===== src/rtl/rv_wb_pkg.sv =====
// Shared types and constants for the RV writeback stage.
package rv_wb_pkg;

  typedef enum logic [1:0] {
    ALU    = 2'd0,
    MEMORY = 2'd1,
    PC_P4  = 2'd2,
    RSVD   = 2'd3
  } result_src_e;

  typedef enum logic [1:0] {
    IDLE,
    WAIT_MEM,
    RET
  } wb_state_e;

  localparam logic [2:0] F3_LB  = 3'b000;
  localparam logic [2:0] F3_LH  = 3'b001;
  localparam logic [2:0] F3_LW  = 3'b010;
  localparam logic [2:0] F3_LD  = 3'b011;
  localparam logic [2:0] F3_LBU = 3'b100;
  localparam logic [2:0] F3_LHU = 3'b101;
  localparam logic [2:0] F3_LWU = 3'b110;

endpackage


===== src/rtl/rv_load_align.sv =====
// Load-data lane select and sign/zero extension for naturally aligned bus data.
module rv_load_align
  import rv_wb_pkg::*;
#(
  parameter  int unsigned XLEN = 32,
  localparam int unsigned OFFW = $clog2(XLEN / 8)
) (
  input  logic [XLEN-1:0] i_data,
  input  logic [OFFW-1:0] i_addr,
  input  logic [2:0]      i_funct3,
  output logic [XLEN-1:0] o_data_c
);

  logic [OFFW-1:0] off_h;
  logic [OFFW-1:0] off_w;
  logic [7:0]      byte_c;
  logic [15:0]     half_c;
  logic [31:0]     word_c;

  // Address bits below the access size are dropped before lane selection.
  always_comb begin
    off_h  = i_addr & ~OFFW'(1);
    off_w  = i_addr & ~OFFW'(3);
    byte_c = 8'(i_data >> {i_addr, 3'b000});
    half_c = 16'(i_data >> {off_h, 3'b000});
    word_c = 32'(i_data >> {off_w, 3'b000});
    o_data_c = '0;
    case (i_funct3)
      F3_LB:   o_data_c = XLEN'($signed(byte_c));
      F3_LH:   o_data_c = XLEN'($signed(half_c));
      F3_LW:   o_data_c = XLEN'($signed(word_c));
      F3_LBU:  o_data_c = XLEN'(byte_c);
      F3_LHU:  o_data_c = XLEN'(half_c);
      F3_LWU:  if (XLEN == 64) o_data_c = XLEN'(word_c);
      F3_LD:   if (XLEN == 64) o_data_c = i_data;
      default: o_data_c = '0;
    endcase
  end

endmodule


===== src/rtl/rv_write_stage.sv =====
// Registered writeback stage: waits for split-transaction load data, aligns it and pulses the RF write.
// Optional misaligned-load trap compiled in with RV_WB_MISALIGN_TRAP_EN.
module rv_write_stage
  import rv_wb_pkg::*;
#(
  parameter int unsigned XLEN = 32
) (
  input  logic            i_clk,
  input  logic            i_reset_n,
  input  logic            i_valid,
  output logic            o_ready,
  input  logic [XLEN-1:0] i_alu_result,
  input  logic            i_reg_write,
  input  logic [4:0]      i_rd,
  input  logic [1:0]      i_res_src,
  input  logic [XLEN-3:0] i_pc_p4,
  input  logic [2:0]      i_funct3,
  input  logic            i_mem_valid,
  input  logic [XLEN-1:0] i_mem_data,
  input  logic            i_mem_err,
  output logic [XLEN-1:0] o_data,
  output logic [4:0]      o_rd,
  output logic            o_reg_write,
  output logic            o_fault,
  output logic            o_fault_misalign
);

  localparam int unsigned OFFW = $clog2(XLEN / 8);

  wb_state_e       state_q, state_d;
  logic            ready_q, ready_d;
  logic [OFFW-1:0] addr_q, addr_d;
  logic [4:0]      rd_q, rd_d;
  logic            reg_write_q, reg_write_d;
  logic [2:0]      funct3_q, funct3_d;
  logic [XLEN-1:0] data_q, data_d;
  logic [4:0]      out_rd_q, out_rd_d;
  logic            we_q, we_d;
  logic            fault_q, fault_d;
  logic            mis_q, mis_d;

  logic            accept_c;
  logic            misalign_c;
  logic [XLEN-1:0] sel_c;
  logic [XLEN-1:0] load_data_c;

  assign accept_c = i_valid & ready_q;

  rv_load_align #(.XLEN(XLEN)) u_align (
    .i_data   (i_mem_data),
    .i_addr   (addr_q),
    .i_funct3 (funct3_q),
    .o_data_c (load_data_c)
  );

`ifdef RV_WB_MISALIGN_TRAP_EN
  always_comb begin
    misalign_c = 1'b0;
    case (i_funct3)
      F3_LH, F3_LHU: misalign_c = i_alu_result[0];
      F3_LW:         misalign_c = |i_alu_result[1:0];
      F3_LWU:        misalign_c = (XLEN == 64) && (|i_alu_result[1:0]);
      F3_LD:         misalign_c = (XLEN == 64) && (|i_alu_result[2:0]);
      default:       misalign_c = 1'b0;
    endcase
  end
`else
  assign misalign_c = 1'b0;
`endif

  // Non-load result; loads take their data from the aligner later.
  always_comb begin
    case (result_src_e'(i_res_src))
      ALU:     sel_c = i_alu_result;
      PC_P4:   sel_c = {i_pc_p4, 2'b00};
      default: sel_c = '0;
    endcase
  end

  always_comb begin
    state_d     = state_q;
    addr_d      = addr_q;
    rd_d        = rd_q;
    reg_write_d = reg_write_q;
    funct3_d    = funct3_q;
    data_d      = data_q;
    out_rd_d    = out_rd_q;
    we_d        = 1'b0;
    fault_d     = 1'b0;
    mis_d       = 1'b0;
    case (state_q)
      WAIT_MEM: begin
        if (i_mem_valid) begin
          state_d  = RET;
          out_rd_d = rd_q;
          fault_d  = i_mem_err;
          we_d     = reg_write_q & (rd_q != 5'd0) & ~i_mem_err;
          if (!i_mem_err) data_d = load_data_c;
        end
      end
      default: begin
        state_d = IDLE;
        if (accept_c) begin
          addr_d      = i_alu_result[OFFW-1:0];
          rd_d        = i_rd;
          reg_write_d = i_reg_write;
          funct3_d    = i_funct3;
          if (result_src_e'(i_res_src) != MEMORY) begin
            state_d  = RET;
            data_d   = sel_c;
            out_rd_d = i_rd;
            we_d     = i_reg_write & (i_rd != 5'd0);
          end else if (misalign_c) begin
            state_d  = RET;
            out_rd_d = i_rd;
            fault_d  = 1'b1;
            mis_d    = 1'b1;
          end else begin
            state_d = WAIT_MEM;
          end
        end
      end
    endcase
    ready_d = (state_d != WAIT_MEM);
  end

  always_ff @(posedge i_clk or negedge i_reset_n) begin
    if (!i_reset_n) begin
      state_q     <= IDLE;
      ready_q     <= 1'b1;
      addr_q      <= '0;
      rd_q        <= '0;
      reg_write_q <= 1'b0;
      funct3_q    <= '0;
      data_q      <= '0;
      out_rd_q    <= '0;
      we_q        <= 1'b0;
      fault_q     <= 1'b0;
      mis_q       <= 1'b0;
    end else begin
      state_q     <= state_d;
      ready_q     <= ready_d;
      addr_q      <= addr_d;
      rd_q        <= rd_d;
      reg_write_q <= reg_write_d;
      funct3_q    <= funct3_d;
      data_q      <= data_d;
      out_rd_q    <= out_rd_d;
      we_q        <= we_d;
      fault_q     <= fault_d;
      mis_q       <= mis_d;
    end
  end

  assign o_ready          = ready_q;
  assign o_data           = data_q;
  assign o_rd             = out_rd_q;
  assign o_reg_write      = we_q;
  assign o_fault          = fault_q;
  assign o_fault_misalign = mis_q;

endmodule

===== config.mk =====
export PLATFORM = sky130hd
export DESIGN_NAME = rv_write_stage
export DESIGN_NICKNAME = d
export VERILOG_FILES = /design/src/rtl/rv_wb_pkg.sv /design/src/rtl/rv_load_align.sv /design/src/rtl/rv_write_stage.sv
export SDC_FILE = /design/constraint.sdc
export NUM_CORES = 1
export LEC_CHECK = 0
export ABC_AREA = 1
export BUFFER_PORTS_ARGS = -buffer_cell sky130_fd_sc_hd__clkbuf_2
export CAP_MARGIN = 5
export CORE_UTILIZATION = 25
export CTS_CLUSTER_SIZE = 12
export DETAILED_ROUTE_END_ITERATION = 8
export GPL_TIMING_DRIVEN = 1
export HOLD_SLACK_MARGIN = 0.05
export PLACE_DENSITY = 0.57
export SYNTH_ARGS = -nofsm -noshare
export SYNTH_HDL_FRONTEND = slang
export SYNTH_HIERARCHICAL = 1
export SYNTH_SLANG_ARGS = --single-unit

===== constraint.sdc =====
create_clock -name i_clk -period 2.4 [get_ports i_clk]
set_clock_uncertainty 0.15 [all_clocks]
set_input_delay 0.48 -clock i_clk [delete_from_list [all_inputs] [get_ports i_clk]]
set_output_delay 0.48 -clock i_clk [all_outputs]
set_load 0.02 [all_outputs]

==> impl_metrics.csv <==
group,metric,value,unit
drt,viasPerCell,4.608,
critical_path,critPathBufInv,1,
hold_path,hold_class,"input pin to flop",
global_route,grt_start_max_net_pins,54,
drt,dr.pass1.iters,4,
cells_and_area,final_util,32.61,%
synthesis,netlist_top_cells_area,"dfrtp_1 34%, nand2_1 19%, nand3_1 19%, or2_2 5.0%, inv_1 4.8%",
synthesis,synth_cells,600,
timing,fin_crit_sh,88.89,%
timing,setup_viol,0,
job,cap_viol_max_count,0,
place,gp_congestion,0.8312,
global_route,grt.overflow.total,0,
synthesis,yosys.area_share.adder,0,%
timing,hold_viol_final,0,
critical_path,crit_slowest_cell,"dfrtp_1",
critical_path,crit_family,"simple AND/OR/NAND/NOR gates",
place,hpwl,10200,um
place,place_ws,0.2724,ns
synthesis,synth_top_area_share,33.71,%
timing,slew_viol_final,0,
cells_and_area,n_antenna_cell,0,
drt,drcViolationCount,0,
drt,wl,13370,um
critical_path,crit_chain,"inv_6 > nand2_2 > nand2_2 > nand2_1 > nand2_2 > nand2_4 > nand2_1 > or2_2 > nand3_1 > nand2_1",
clock_tree,clock-sinks,53,
drt,drt_iter0_drc,207,
synthesis,yosys_warnings,6,
synthesis,syn-cell-area,0.003860,sq mm
global_route,grt_pass1_vias,4094,
clock_tree,cts_made_buffers,5,
critical_path,cp_max_fo,24,
timing,relSlewSlack,60.75,%
timing,rsz0062_at_grt,"false",
drt,num_vias,4244,
critical_path,cp.arrival,2.18,ns
cells_and_area,final_nets,842,
place,dp_cells,912,
outcome,status,"completed",
timing,worst_slew_pin_slew,0.5888,ns
clock_tree,cts_tree,"yes",
global_route,grt_antenna_before_repair,0,
hold_path,worst_hold_startpoint,"i_funct3[0]",
clock_tree,htreeDepth,2,
pwr,power_leakage,0.002908,uW
die,die_h,126.3,um
clock_tree,cts_setup_buffers,0,
synthesis,synth.distinct_cells,24,
clock_tree,clk_pin_slew,0.08,ns
synthesis,synth_top_family_by_area,"simple AND/OR/NAND/NOR gates",
critical_path,critical_path_class,"flop to flop",
synthesis,synth_seq_cells,53,
die,die-width,126.3,um
synthesis,synth_compound_area_share,3.695,%
cells_and_area,drive_above_1_share,30.42,%
synthesis,synth-xor-area-share,0,%
synthesis,synth_top_area_cell,"dfrtp_1",
timing,period_needed,2.133,ns
critical_path,reg2reg_from,"addr_q[1]$_DFFE_PN0P_",
die,floorplan.initialDensity,25.49,%
synthesis,synth-simple-area-share,50.70,%
timing,tns,0,ns
cells_and_area,syn2layout_area_growth,27.97,%
critical_path,start_kind,"flop",
timing,fmax,468.7,MHz
global_route,grt_pass1_wl,21080,um
place,portBuffers,149,
die,coreArea,0.01515,sq mm
clock_tree,clock_path_buffers,2,
die,num_rows,45,
critical_path,critPathLaunch,"addr_q[1]$_DFFE_PN0P_",
synthesis,syn-num-nets,710,
die,design.die.area,0.01594,sq mm
cells_and_area,stdcell_count,921,
pwr,p_per_area,682.8,mW/mm^2
synthesis,ys_seq_area_share,34.39,%
die,io_pins,151,
critical_path,worstSetupEndpointType,"flop",
timing,final.setup.worst_slack,0.2666,ns
drt,routedWlPerCell,14.51,um
clock_tree,clock_latency,0.30,ns
clock_tree,cts_root_buf,"clkbuf_16",
synthesis,synth.mux.area_fraction,0,%
drt,ant_nets,0,
critical_path,crit_required,2.45,ns
pwr,peakVddDrop,0.0002932,V
global_route,grt_usage,17.07,%
timing,holdWs,0.2527,ns
synthesis,syn_area_per_cell,6.433,sq um
clock_tree,cts-resized-gates,0,
critical_path,max_stage_delay,0.72,ns
through the flow:
step,instance area [sq um],total power [uW]
after floorplan,3860,2062
after global placement,4757,2536
after detailed placement,4757,2539
after CTS,4940,3419
after global routing,4940,3609
final,4940,3373
cell usage after synthesis, drive strengths merged:
master	n
a21oi	2
buf	24
clkbuf	14
clkinv	1
conb	1
dfrtp	52
dfstp	1
inv	53
nand2	203
nand3	146
nand4	3
nor2	45
o211ai	5
o21ai	19
or2	31
power breakdown:
part           switching, uW  leakage [uW]  internal [uW]
registers                135      0.000676           1070
clock network            366     0.0000848            501
logic                    839       0.00215            463
total                   1340       0.00291           2030
routing by layer:
metal / wire, um / GRT usage, % / part of all wire [%]
met5: 0 / 0 / 0
met4: 295 / 4.961 / 2.2
met3: 729 / 3.059 / 5.5
met2: 6299 / 29.22 / 47
met1: 6043 / 21.87 / 45
worst paths after layout:
path,slack [ns],cells past startpoint,end
setup reg to reg,0.27,10,o_data[12]$_DFFE_PN0P_
min in group asynchronous,0.56,3,o_data[21]$_DFFE_PN0P_
hold reg to reg,0.34,2,reg_write_q$_DFFE_PN0P_
setup / recovery,0.27,10,o_data[12]$_DFFE_PN0P_
max in group asynchronous,1.23,3,o_ready$_DFF_PN1_
hold / removal,0.25,3,funct3_q[0]$_DFFE_PN0P_
state kept, by name, summed over array words and instances (netlist names):
| register | flops |
|---|---|
| o_data | 32 |
| o_rd | 5 |
| rd_q | 5 |
| funct3_q | 3 |
| addr_q | 2 |
| state_q | 2 |
| o_fault | 1 |
| o_ready | 1 |
| o_reg_write | 1 |
| reg_write_q | 1 |
placed cells by master (no fill, tap or decap):
cell / count
nand2_1: 194
clkbuf_2: 149
nand3_1: 144
dfrtp_1: 52
inv_1: 49
nor2_1: 39
or2_2: 31
o21ai_0: 19
buf_4: 10
nand2_2: 7
clkbuf_16: 5
o211ai_1: 5
nor2_2: 4
inv_2: 3
nand4_1: 3
inv_6: 3
buf_12: 3
nand3_2: 2
nor2_8: 2
nand2_4: 2
a21oi_1: 2
clkinv_1: 1
conb_1: 1
bufinv_16: 1
dlygate4sd3_1: 1
dfstp_2: 1
worst min-delay path: cells and delay by family:
family        cells  cell delay [ns]
buf+inv           1             0.08
simple gates      2             0.10
final cells by class:
class / count / area (sq um)
repair buffers: 163 / 890.9
clock buffers: 5 / 125.1
inverters: 54 / 207.7
flip-flops and latches: 53 / 1328
clock inverters: 3 / 47.55
multi-input cells: 455 / 2106
fillers: 1694 / 10210
well taps: 188 / 235.2
timing repair:
action,in CTS,in global routing
endpoints found under the setup margin,0,0
hold buffers,1,0
endpoints found under the hold margin,33,0
kinds of logic after synthesis:
logic type	count (synthesis)
and+or+nand+nor	428
buffers and inverters	92
DFF	53
AOI/OAI and AO/OA	26
other	1
(Power assumes the default switching activity.)
